<file path="src/rtl/pipe_skid_reg.sv">
// pipe_skid_reg: valid/ready pipeline register with optional 2-entry skid, flush, hold
// and a saturating stall-cycle counter.
module pipe_skid_reg #(
  parameter int WIDTH = 64,
  parameter int SKID  = 1,
  parameter int CNT_W = 32
) (
  input  logic             clk,
  input  logic             reset,
  input  logic             in_valid,
  input  logic [WIDTH-1:0] in_data,
  output logic             in_ready,
  output logic             out_valid,
  output logic [WIDTH-1:0] out_data,
  input  logic             out_ready,
  input  logic             hold,
  input  logic             flush,
  input  logic             cnt_clr,
  output logic [CNT_W-1:0] stall_cycles
);
  logic             m_valid, s_valid, m_valid_n, s_valid_n;
  logic [WIDTH-1:0] m_data, s_data, m_data_n, s_data_n;
  logic             acc_in, acc_out, stall;
  assign in_ready  = (SKID != 0) ? ~s_valid : (~m_valid | (out_ready & ~hold));
  assign out_valid = m_valid;
  assign out_data  = m_data;
  assign acc_in    = in_valid & in_ready;
  assign acc_out   = m_valid & out_ready & ~hold;
  assign stall     = m_valid & (~out_ready | hold);
  always_comb begin
    m_valid_n = m_valid;
    m_data_n  = m_data;
    s_valid_n = s_valid;
    s_data_n  = s_data;
    if (flush) begin
      m_valid_n = 1'b0;
      m_data_n  = '0;
      s_valid_n = 1'b0;
      s_data_n  = '0;
    end else if (SKID != 0 && s_valid) begin
      // in_ready is low while the skid is occupied, so only a drain can happen here
      if (acc_out) begin
        m_valid_n = 1'b1;
        m_data_n  = s_data;
        s_valid_n = 1'b0;
      end
    end else if (!m_valid || acc_out) begin
      m_valid_n = acc_in;
      m_data_n  = acc_in ? in_data : m_data;
    end else if (SKID != 0 && acc_in) begin
      s_valid_n = 1'b1;
      s_data_n  = in_data;
    end
  end
  always_ff @(posedge clk or posedge reset) begin
    if (reset) begin
      m_valid <= 1'b0;
      m_data  <= '0;
      s_valid <= 1'b0;
      s_data  <= '0;
    end else begin
      m_valid <= m_valid_n;
      m_data  <= m_data_n;
      s_valid <= s_valid_n;
      s_data  <= s_data_n;
    end
  end
  always_ff @(posedge clk or posedge reset) begin
    if (reset) stall_cycles <= '0;
    else if (cnt_clr) stall_cycles <= '0;
    else if (stall && !(&stall_cycles)) stall_cycles <= stall_cycles + CNT_W'(1);
  end
endmodule

</file>
<file path="config.mk">
export PLATFORM = sky130hd
export DESIGN_NAME = pipe_skid_reg
export DESIGN_NICKNAME = d
export VERILOG_FILES = /design/src/rtl/pipe_skid_reg.sv
export SDC_FILE = /design/constraint.sdc
export NUM_CORES = 1
export LEC_CHECK = 0
export CAP_MARGIN = 20
export CORE_ASPECT_RATIO = 0.75
export CORE_MARGIN = 4
export CORE_UTILIZATION = 40
export CTS_CLUSTER_DIAMETER = 100
export DETAILED_ROUTE_END_ITERATION = 7
export MAX_ROUTING_LAYER = met4
export PLACE_DENSITY = 0.67
export SLEW_MARGIN = 10
export SYNTH_ARGS = -nofsm -noshare
export SYNTH_HDL_FRONTEND = slang
export SYNTH_SLANG_ARGS = --single-unit
</file>
<file path="constraint.sdc">
create_clock -name clk -period 5.9 [get_ports clk]
set_clock_uncertainty 0.2 [all_clocks]
set_input_delay 0.885 -clock clk [delete_from_list [all_inputs] [get_ports clk]]
set_output_delay 0.885 -clock clk [all_outputs]
set_load 0.01 [all_outputs]
</file>
# == Word-level counts from Yosys, hierarchy flattened ==
# Cells that the tools add are included.
# classes
bitwise,8
n_reduce_logical,12
n_div,0
n_lt_le_gt_ge,0
n_eq_ne,3
add_sub_neg,1
shifts,0
mul,0
n_mux,19
# op_table
op,count
64-bit two-way mux,8
32-bit two-way mux,2
"32-bit by 1-bit adder with 32-bit output, second input constant",1
32-bit AND reduction,1
1-bit two-way mux,9
3-bit AND reduction,2
3-bit nonzero test,2
1-bit AND,4
"2-bit inequality test, second input constant",2
2-bit nonzero test,2
"3-bit by 2-bit inequality test with 1-bit output, second input constant",1
1-bit inverter,3
1-bit zero test,2
2-bit AND reduction,1
1-bit logical AND,1
1-bit logical OR,1
1-bit bitwise OR,1
# word_totals
latchBits,0
n_memories,0
input_bits,71
elab_cells,48
output_inout_bits,98
rom_bits,0
ff_bits,162
mem_bits_rw,0

# == Logic depth before layout (Yosys ltp) ==
# Gate-level depths: netlist of run 1.
# logic_depth
depth_word,6
depth_mapped,9

# == Least setup slack after synthesis of run 1 ==
# Ideal clock, no wire load.
# synth_timing
path_type,in2reg
startpoint,input out_ready
endpoint,register stall_cycles[31]
required_ns,5.572
slack_ns,3.444
cell_stages,6
arrival_time_ns,2.129
setup_time_ns,0.128
path_cell_list,nor2b_1 -> nor2b_1 -> clkbuf_8 -> nand2_1 -> nor4_1 -> mux2_1
# synth_between
elab_chain_len,5
# synth_rtl
item,line,rtl
"start, declared",15,"input logic out_ready,"
1-bit inverter,29,assign stall = m_valid & (~out_ready | hold);
1-bit bitwise OR,29,
1-bit AND,29,
1-bit logical AND,71,else if (stall && !(&stall_cycles)) stall_cycles <= stall_cycles + CNT_W'(1);
2-bit nonzero test (no source line),--,
"end signal, assigned",71,
"end, declared",19,output logic [CNT_W-1:0] stall_cycles
# No other way between the ends.
# A chain may end at the register's enable or synchronous reset.

# == Worst setup path after layout of run 1 ==
# layout_timing
startpoint,register s_valid
endpoint,output in_ready
# layout_between
elab_chain_len,1
# layout_rtl
item,line,rtl
"start, declared",21,"logic m_valid, s_valid, m_valid_n, s_valid_n;"
"start signal, assigned",64,s_valid <= s_valid_n;
1-bit inverter,24,assign in_ready = (SKID != 0) ? ~s_valid : (~m_valid | (out_ready & ~hold));
"end, declared",12,"output logic in_ready,"
# No other way between the ends.

==> results of run 1 <==
power by group:
| part | total, W | internal, W | switching (W) |
|---|---|---|---|
| logic | 0.000367 | 0.000179 | 0.000188 |
| registers | 0.00122 | 0.00117 | 0.0000461 |
| clock network | 0.00116 | 0.000684 | 0.000479 |
state kept, by name, summed over array words and instances (netlist names):
name / flops
s_valid: 1
stall_cycles: 32
out_data: 64
out_valid: 1
s_data: 64
tightest hold or removal path, stage by stage, from the launching register on:
cell and delay [ns]:
dfrtp_1 0.34, nand2_1 0.05, o31ai_1 0.05
placed cells by master, fill, tap and decap left out, drive strengths merged, types with 11 or more instances in the layout:
cell	Yosys	routed
or4	14	14
dfrtp	162	162
o31ai	78	78
buf	12	11
mux2i	64	64
nand2	209	209
inv	7	12
clkdlybuf4s50	0	167
clkbuf	50	18
nor2	15	15
a21oi	90	90
nand3	11	11
worst max path at each step:
stage                  endpoint  slack [ns]  depth (start not counted)
floorplan           out_data[0]        0.44                          1
global placement     s_data[22]        2.12                          7
detailed placement   s_data[28]        2.00                          7
CTS                    in_ready        2.29                          3
global route           in_ready        2.19                          3
finish                 in_ready        2.34                          3
metal layers:
layer	up-vias	GRT usage, %	share of wire [%]
li1	3036	-	-
met1	3096	28.2	49
met2	166	27.5	44
met3	11	5.41	6.1
met4	0	4.82	0.69
met5	-	-	0
logic make-up (layout without fill, tap and decap cells):
kind of cell / Yosys count / after routing
compound gates: 180 / 180
buf+inv: 69 / 216
mux: 73 / 73
flops: 162 / 162
simple gates: 301 / 301
fa+ha+maj: 1 / 1
other cells: 0 / 2
stage by stage:
step                worst slack (ns)  instances  cell area (um^2)  util (%)
floorplan                      0.438        786              7610         -
global placement                2.12       1148              9430      50.8
detailed placement              2.00       1148              9430      50.8
CTS                             2.29       1179             10000      54.1
global route                    2.19       1182             10100      54.3
finish                          2.34       1182             10100      54.3
final cells by class:
class	count	area [um^2]
fill	1668	8490
sequential	162	4060
multi-input combinational	555	3270
timing repair buffer	178	1790
clock buffer	18	439
tap	247	309
clock inverter	13	175
inverter	7	31.3
antenna	2	5.00
==> results.sh, run 1 <==
export IMPL_status="completed"
export IMPL_cts_setup_buffers=0
export IMPL_synth_edf_count=0
export IMPL_cpPeakStageDelay_ns=0.74
export IMPL_fp_dieW_um=167
export IMPL_critical_path_max_fanout=43
export IMPL_ys_types=43
export IMPL_hold_end="out_data[60]"
export IMPL_worstHoldPathType="reg -> reg"
export IMPL_drv_slew=0
export IMPL_grt_overflow=0
export IMPL_core_area_um2=18600
export IMPL_synth_area_top_cells="dfrtp_1 (53%), nand2_1 (10%), mux2i_1 (8.4%)"
export IMPL_ios=169
export IMPL_tns_ns=0
export IMPL_firstDrtPassIters=5
export IMPL_rrSetupSlack_ns=2.96
export IMPL_worstPathRequired_ns=4.82
export IMPL_p_leak_nw=3.93
export IMPL_synthAdderAreaFrac_pct=0.164
export IMPL_rsz0062_at_grt="no"
export IMPL_path_clk_slew_ns=0.06
export IMPL_synthXorXnorAreaFrac_pct=0
export IMPL_antenna_found_initial=2
export IMPL_drtIter0Drc=548
export IMPL_timing_rr_start="out_valid"
export IMPL_grt_pass1_vias=6016
export IMPL_reg2reg_to="s_data[28]"
export IMPL_globalplace_congestion=0.791
export IMPL_cts_resized=0
export IMPL_numClockSinks=162
export IMPL_drc_errors=0
export IMPL_irDropWorstVdd_uv=196
export IMPL_maxCapViolCount=0
export IMPL_grt_max_degree=100
export IMPL_holdBufCountCts=0
export IMPL_avgRoutedWirePerCell_um=17.2
export IMPL_p_per_area_nw_per_um2=273
export IMPL_setup_violations=0
export IMPL_ys_async_sr_fraction_pct=100
export IMPL_antenna_left=0
export IMPL_final_hold_violation_count=0
export IMPL_grtUsageTotal_pct=19.6
export IMPL_min_path_cells=2
export IMPL_clk_latency_ns=0.42
export IMPL_avgSynthCellArea_um2=9.68
export IMPL_drive_gt1_share_pct=6.97
export IMPL_max_freq_mhz=281
export IMPL_startpoint="s_valid"
export IMPL_synth_top_family_by_area="simple AND/OR/NAND/NOR gates"
export IMPL_initial_utilization_pct=41.0
export IMPL_grt_pass1_wl_um=32700
export IMPL_dieArea_um2=21300
export IMPL_htreeDepth=4
export IMPL_ys_seq_elements=162
export IMPL_wirelength_um=20300
export IMPL_row_count=43
export IMPL_finalPower_w=0.00275
export IMPL_cpMaxStageDelayCell="dfrtp_4"
export IMPL_numPortBuffers=168
export IMPL_path_buf_inv=3
export IMPL_ys_flop_type="dfrtp_1"
export IMPL_yosys_warnings=0
export IMPL_synth_fp_nets=858
export IMPL_dpl_hpwl_um=13000
export IMPL_cp_start_kind="register"
export IMPL_critical_path_top_delay_family="buffers and inverters"
export IMPL_crit_path_end_kind="primary output"
export IMPL_yosys_area_share_simple_pct=18.4
export IMPL_yosysTopAreaCell="dfrtp_1"
export IMPL_ys_seq_area_share_pct=53.3
export IMPL_vias=6309
export IMPL_die_h_um=127
export IMPL_yosysMostFrequentCell="nand2_1"
export IMPL_worstRegToRegCells=5
export IMPL_postSynthCellCount=786
export IMPL_cts_buffer_depth=2
export IMPL_hold_path_startpoint="out_data[60]"
export IMPL_routed_via_density=5.34
export IMPL_path_cells="buf_4 -> inv_1 -> clkdlybuf4s50_1"
export IMPL_cts_root_buf="clkbuf_16"
export IMPL_synth_compound_area_share_pct=14.5
export IMPL_layout_nets=993
export IMPL_period_minus_slack_ns=3.56
export IMPL_holdWs_ns=0.274
export IMPL_syn_area_um2=7610
export IMPL_synthTopCellsByCount="nand2_1 (209), dfrtp_1 (162), a21oi_1 (90)"
export IMPL_worstSetupPathType="reg -> out"
export IMPL_fin_crit_sh_pct=60.4
export IMPL_cp_data_arrival_time_ns=2.48
export IMPL_relSlewSlack_pct=32.9
export IMPL_cts_tree="done"
export IMPL_tightest_slew_ns=1.01
export IMPL_cts_buffers_inserted=17
export IMPL_synth_top_area_share_pct=53.3
export IMPL_synthMuxAreaShare_pct=9.75
export IMPL_synthToLayoutAreaGrowth_pct=32.4
Power figures use the tool's default switching activity.
==> run 2, diff against run 1 <==
==> constraint.sdc (replaced) <==
create_clock -name clk -period 3.5 [get_ports clk]
set_clock_uncertainty 0.2 [all_clocks]
set_input_delay 0.525 -clock clk [delete_from_list [all_inputs] [get_ports clk]]
set_output_delay 0.525 -clock clk [all_outputs]
set_load 0.01 [all_outputs]
==> run 2 against run 1 <==
  * Die area unchanged
  * Combinational power rose by 72%
  * Hold slack worse by 0.0013 ns
  * Clock-buffer cell count grew 1
  * First-iteration DRC count shrank 3.6%
  * Sequential share of layout area shrank 0.23 points
==> results.sh, run 2 (synthesis results as in run 1) <==
export IMPL_drc_errors=0
export IMPL_cts_resized=0
export IMPL_layout_commonest_cell="nand2_1"
export IMPL_antenna_found_initial=0
export IMPL_cp_data_arrival_time_ns=2.78
export IMPL_instances_no_fill=1184
export IMPL_grt_overflow=0
export IMPL_multi_input_area_um2=3270
export IMPL_htreeDepth=4
export IMPL_postLayoutCoreUtil_pct=54.6
export IMPL_drtIter0Drc=528
export IMPL_power_switching_share_pct=25.9
export IMPL_n_antenna_cell=0
export IMPL_maxCapViolCount=0
export IMPL_final_hold_violation_count=0
export IMPL_cts_buffers_inserted=17
export IMPL_p_leak_nw=3.95
export IMPL_cts_tree="done"
export IMPL_crit_cells=7
export IMPL_dpl_hpwl_um=12600
export IMPL_setup_violations=0
export IMPL_numPortBuffers=168
export IMPL_p_per_area_nw_per_um2=458
export IMPL_power_internal_w=0.00344
export IMPL_crit_path_end_kind="register"
export IMPL_final_cell_mix="nand2_1 (208), clkdlybuf4s50_1 (167), dfrtp_1 (161), a21oi_1 (90), o31ai_1 (78)"
export IMPL_fin_crit_sh_pct=76.5
export IMPL_tns_ns=0
export IMPL_drive_gt1_share_pct=7.26
export IMPL_critical_path_top_delay_family="simple AND/OR/NAND/NOR gates"
export IMPL_seqCellArea_um2=4060
export IMPL_drv_slew=0
export IMPL_cts_setup_buffers=0
export IMPL_ios=169
export IMPL_crit_end="stall_cycles[6]"
export IMPL_grt_pass1_vias=6108
export IMPL_finalPower_w=0.00464
export IMPL_reg2reg_to="stall_cycles[6]"
export IMPL_cp_start_kind="register"
export IMPL_p_comb_share_pct=13.6
export IMPL_worstRegToRegCells=7
export IMPL_p_sw_w=0.00120
export IMPL_layout_nets=996
export IMPL_grtUsageTotal_pct=19.7
export IMPL_status="completed"
export IMPL_fp_dieW_um=167
export IMPL_vias=6204
export IMPL_clockPowerShare_pct=42.3
export IMPL_firstDrtPassIters=4
export IMPL_critical_path_max_fanout=30
export IMPL_relSlewSlack_pct=46.6
export IMPL_holdWs_ns=0.273
export IMPL_avgRoutedWirePerCell_um=16.9
export IMPL_holdBufCountCts=0
export IMPL_max_freq_mhz=373
export IMPL_pwr_share_seq_pct=44.1
export IMPL_clk_latency_ns=0.42
export IMPL_startpoint="stall_cycles[0]"
export IMPL_die_h_um=127
export IMPL_rrSetupSlack_ns=0.82
export IMPL_fill_cells=1670
export IMPL_initial_utilization_pct=41.0
export IMPL_wirelength_um=20000
export IMPL_antenna_left=0
export IMPL_timing_rr_start="stall_cycles[0]"
export IMPL_worstPathRequired_ns=3.60
export IMPL_cts_buffer_depth=2
export IMPL_synthToLayoutAreaGrowth_pct=33.2
export IMPL_numClockSinks=162
export IMPL_cts_root_buf="clkbuf_16"
export IMPL_grt_pass1_wl_um=33100
export IMPL_globalplace_congestion=0.812
export IMPL_cpMaxStageDelayCell="and4_1"
export IMPL_placedCellCount=1152
export IMPL_grt_max_degree=131
export IMPL_rsz0062_at_grt="no"
export IMPL_core_area_um2=18600
export IMPL_worstSetupPathType="reg -> reg"
export IMPL_path_buf_inv=1
export IMPL_tightest_slew_ns=0.802
export IMPL_path_cells="ha_1 -> nand4_1 -> nor3_1 -> and4_1 -> buf_4 -> nor4b_1 -> mux2_2"
export IMPL_dieArea_um2=21300
export IMPL_worstHoldPathType="reg -> reg"
export IMPL_period_minus_slack_ns=2.68
export IMPL_routed_via_density=5.24
export IMPL_path_clk_slew_ns=0.06
export IMPL_cpPeakStageDelay_ns=0.47
export IMPL_irDropWorstVdd_uv=270
export IMPL_row_count=43
-- run 2: changes by cell type in the layout (fill, tap and decap cells not counted) --
| cell | change |
|---|---|
| inv_6 | -2 |
| clkinvlp_4 | +2 |
| buf_4 | -2 |
| buf_2 | +1 |
| clkbuf_1 | +1 |
| diode_2 | -2 |
| buf_12 | +5 |
| buf_16 | -1 |
-- run 2: power by group through the flow --
stage | Combinational [W] | Clock [W] | Sequential, W
global placement | 0.000638 | 0 | 0.00208
global route | 0.000695 | 0.00209 | 0.00206
CTS | 0.000645 | 0.00200 | 0.00205
floorplan | 0.000276 | 0 | 0.00210
finish | 0.000633 | 0.00196 | 0.00205
detailed placement | 0.000644 | 0 | 0.00208
-- run 2: tightest hold or removal path, stage by stage, from the launching register on --
cell,delay (ns)
dfrtp_1,0.34
nand2_1,0.05
o31ai_1,0.05
-- run 2: final cells by class --
class / count / area share, %
multi-input cells: 555 / 32.3
flip-flops and latches: 162 / 40.0
clock buffers: 19 / 4.37
inverters: 7 / 0.296
clock inverters: 13 / 1.72
repair buffers: 181 / 18.2
well taps: 247 / 3.05
-- run 2: worst min path at each step --
stage	start	end	slack [ns]	depth (start not counted)
2_1_floorplan	s_data[0]	s_data[0]	0.30	2
3_3_place_gp	out_data[33]	out_data[33]	0.26	2
3_5_place_dp	out_data[21]	out_data[21]	0.26	2
4_1_cts	out_data[58]	out_data[58]	0.28	2
5_1_grt	out_data[4]	out_data[4]	0.30	2
6_report	out_data[58]	out_data[58]	0.27	2
-- run 2: per-stage QoR --
stage               setup slack, ns  instance area, um^2
floorplan                     0.718                 7610
global placement              0.767                 9510
detailed placement            0.719                 9520
CTS                           0.820                10100
global route                  0.646                10100
finish                        0.822                10100
-- run 2: per-layer routing --
layer | GRT usage (%) | routed length [um] | vias to the layer above
li1 | - | - | 3050
met1 | 27.8 | 9910 | 2981
met2 | 29.0 | 8820 | 155
met3 | 3.87 | 1020 | 18
met4 | 6.01 | 267 | 0
met5 | - | 0 | -
==> run 3, diff against run 2 <==
==> constraint.sdc (replaced) <==
create_clock -name clk -period 2.47 [get_ports clk]
set_clock_uncertainty 0.2 [all_clocks]
set_input_delay 0.3705 -clock clk [delete_from_list [all_inputs] [get_ports clk]]
set_output_delay 0.3705 -clock clk [all_outputs]
set_load 0.01 [all_outputs]
==> run 3 against run 2 <==
  * Clock power increased by 31%
  * Fmax increased by 15%
  * Via count increased by 2.8%
  * Combinational power increased by 48%
  * Worst setup slack got worse by 0.68 ns
  * Die area unchanged
  * Wire length increased by 2.0%
  * Global-route usage increased by 0.18 points
  * Utilization increased by 1.4 points
  * Clock-buffer cell count decreased by 1
  * Critical endpoint is now stall_cycles[31]
  * Power increased by 38%
==> results.sh, run 3 (synthesis results as in run 1) <==
export IMPL_startpoint="stall_cycles[0]"
export IMPL_rsz0062_at_grt="no"
export IMPL_avgRoutedWirePerCell_um=16.8
export IMPL_crit_path_end_kind="register"
export IMPL_path_clk_slew_ns=0.07
export IMPL_fill_cells=1601
export IMPL_worstHoldPathType="in -> async"
export IMPL_routed_via_density=5.25
export IMPL_cts_buffers_inserted=17
export IMPL_grt_busiest_layer="met2"
export IMPL_drtIter0Drc=624
export IMPL_cpMaxStageDelayCell="dfrtp_1"
export IMPL_synthToLayoutAreaGrowth_pct=36.7
export IMPL_grt_util_met1_pct=27.7
export IMPL_worstPathRequired_ns=2.58
export IMPL_rrSetupSlack_ns=0.14
export IMPL_layout_nets=1026
export IMPL_path_buf_inv=2
export IMPL_globalplace_congestion=0.861
export IMPL_grt_overflow=0
export IMPL_dieArea_um2=21300
export IMPL_final_hold_violation_count=0
export IMPL_seqCellArea_um2=4060
export IMPL_drive_gt1_share_pct=10.4
export IMPL_p_leak_nw=4.10
export IMPL_grt_pass1_vias=6363
export IMPL_grtUsageTotal_pct=19.9
export IMPL_holdWs_ns=0.200
export IMPL_layout_commonest_cell="nand2_1"
export IMPL_critical_path_max_fanout=4
export IMPL_status="completed"
export IMPL_cts_tree="done"
export IMPL_firstDrtPassIters=7
export IMPL_path_common_cell="buf_4"
export IMPL_setup_ws_ns=0.140
export IMPL_cts_root_buf="clkbuf_16"
export IMPL_clk_latency_ns=0.43
export IMPL_die_h_um=127
export IMPL_final_cell_mix="nand2_1 (208), clkdlybuf4s50_1 (167), dfrtp_1 (161), a21oi_1 (90), o31ai_1 (78)"
export IMPL_cpPeakStageDelay_ns=0.38
export IMPL_timing_rr_start="stall_cycles[0]"
export IMPL_cp_start_kind="register"
export IMPL_fin_crit_sh_pct=94.3
export IMPL_critical_path_top_delay_family="simple AND/OR/NAND/NOR gates"
export IMPL_tightest_slew_ns=0.627
export IMPL_core_area_um2=18600
export IMPL_numClockSinks=162
export IMPL_p_per_area_nw_per_um2=614
export IMPL_setup_violations=0
export IMPL_place_area_um2=9820
export IMPL_finalInstanceArea_um2=10400
export IMPL_holdBufCountCts=0
export IMPL_vias=6378
export IMPL_cp_data_arrival_time_ns=2.44
export IMPL_multi_input_area_um2=3280
export IMPL_irDropWorstVdd_uv=357
export IMPL_numPortBuffers=168
export IMPL_path_cells="ha_1 -> nand4_1 -> nor3_1 -> buf_4 -> and4_1 -> buf_4 -> nor4_1 -> mux2_1"
export IMPL_cts_buffer_depth=2
export IMPL_grt_max_degree=131
export IMPL_reg2reg_to="stall_cycles[31]"
export IMPL_post_place_ws_ns=-0.0495
export IMPL_relSlewSlack_pct=58.2
export IMPL_antenna_found_initial=1
export IMPL_drv_slew=0
export IMPL_grt_met3_usage_pct=4.61
export IMPL_maxCapViolCount=0
export IMPL_fp_dieW_um=167
export IMPL_row_count=43
export IMPL_max_freq_mhz=429
export IMPL_grt_pass1_wl_um=33300
export IMPL_tns_ns=0
export IMPL_drc_errors=0
export IMPL_htreeDepth=4
export IMPL_wirelength_um=20400
export IMPL_worstRegToRegCells=8
export IMPL_initial_utilization_pct=41.0
export IMPL_period_minus_slack_ns=2.33
export IMPL_dpl_hpwl_um=13200
export IMPL_ios=169
export IMPL_antenna_left=0
export IMPL_cts_setup_buffers=0
export IMPL_met2_usage_pct=29.0
export IMPL_worstSetupPathType="reg -> reg"
## run 3: cell types whose count changed in the layout (fill, tap and decap cells not counted), sizes merged
| cell | previous run | this run |
|---|---|---|
| buf | 14 | 44 |
| bufinv | 3 | 1 |
| diode | 0 | 2 |
| clkbuf | 19 | 18 |
| clkinv | 1 | 2 |
| clkinvlp | 6 | 7 |
## run 3: cell type report
cell class	instances	share of cell area (%)
Clock inverter	13	1.21
Antenna cell	2	0.0481
Tap cell	247	2.97
Timing Repair Buffer	211	20.7
Clock buffer	18	4.22
Multi-Input combinational cell	555	31.6
Sequential cell	162	39.0
Inverter	7	0.289
## run 3: metal layers
| metal | vias up | routed length (um) |
|---|---|---|
| li1 | 3100 | - |
| met1 | 3087 | 9890 |
| met2 | 170 | 9060 |
| met3 | 21 | 1200 |
| met4 | 0 | 269 |
| met5 | - | 0 |
## run 3: worst min-delay path: cells and delay by family
kind | cells | cell delay, ns
buf+inv | 3 | 0.86
## run 3: repair_timing
item,in CTS,in global routing
endpoints found under the setup margin,0,5
gates resized for setup,0,2
endpoints found under the hold margin,0,0
## run 3: how the worst max path moves through the flow
stage / slack, ns / cells after the start / to
2_1_floorplan: -0.16 / 1 / out_data[0]
3_3_place_gp: -0.002 / 7 / stall_cycles[30]
3_5_place_dp: -0.05 / 7 / stall_cycles[16]
4_1_cts: 0.15 / 7 / stall_cycles[16]
5_1_grt: 0.04 / 8 / stall_cycles[29]
6_report: 0.14 / 8 / stall_cycles[31]
## run 3: where the power goes
| group | internal (W) | switching, W |
|---|---|---|
| Sequential | 0.00280 | 0.0000923 |
| Combinational | 0.000467 | 0.000468 |
| Clock | 0.00142 | 0.00114 |
| Total | 0.00469 | 0.00170 |
## run 3: through the flow
step                      utilization (%)  cells  total power, W
after global routing                 56.0   1214         0.00667
final                                56.0   1215         0.00639
after floorplan                         -    786         0.00336
after CTS                            55.9   1213         0.00647
after global placement               52.9   1182         0.00387
after detailed placement             52.9   1182         0.00389
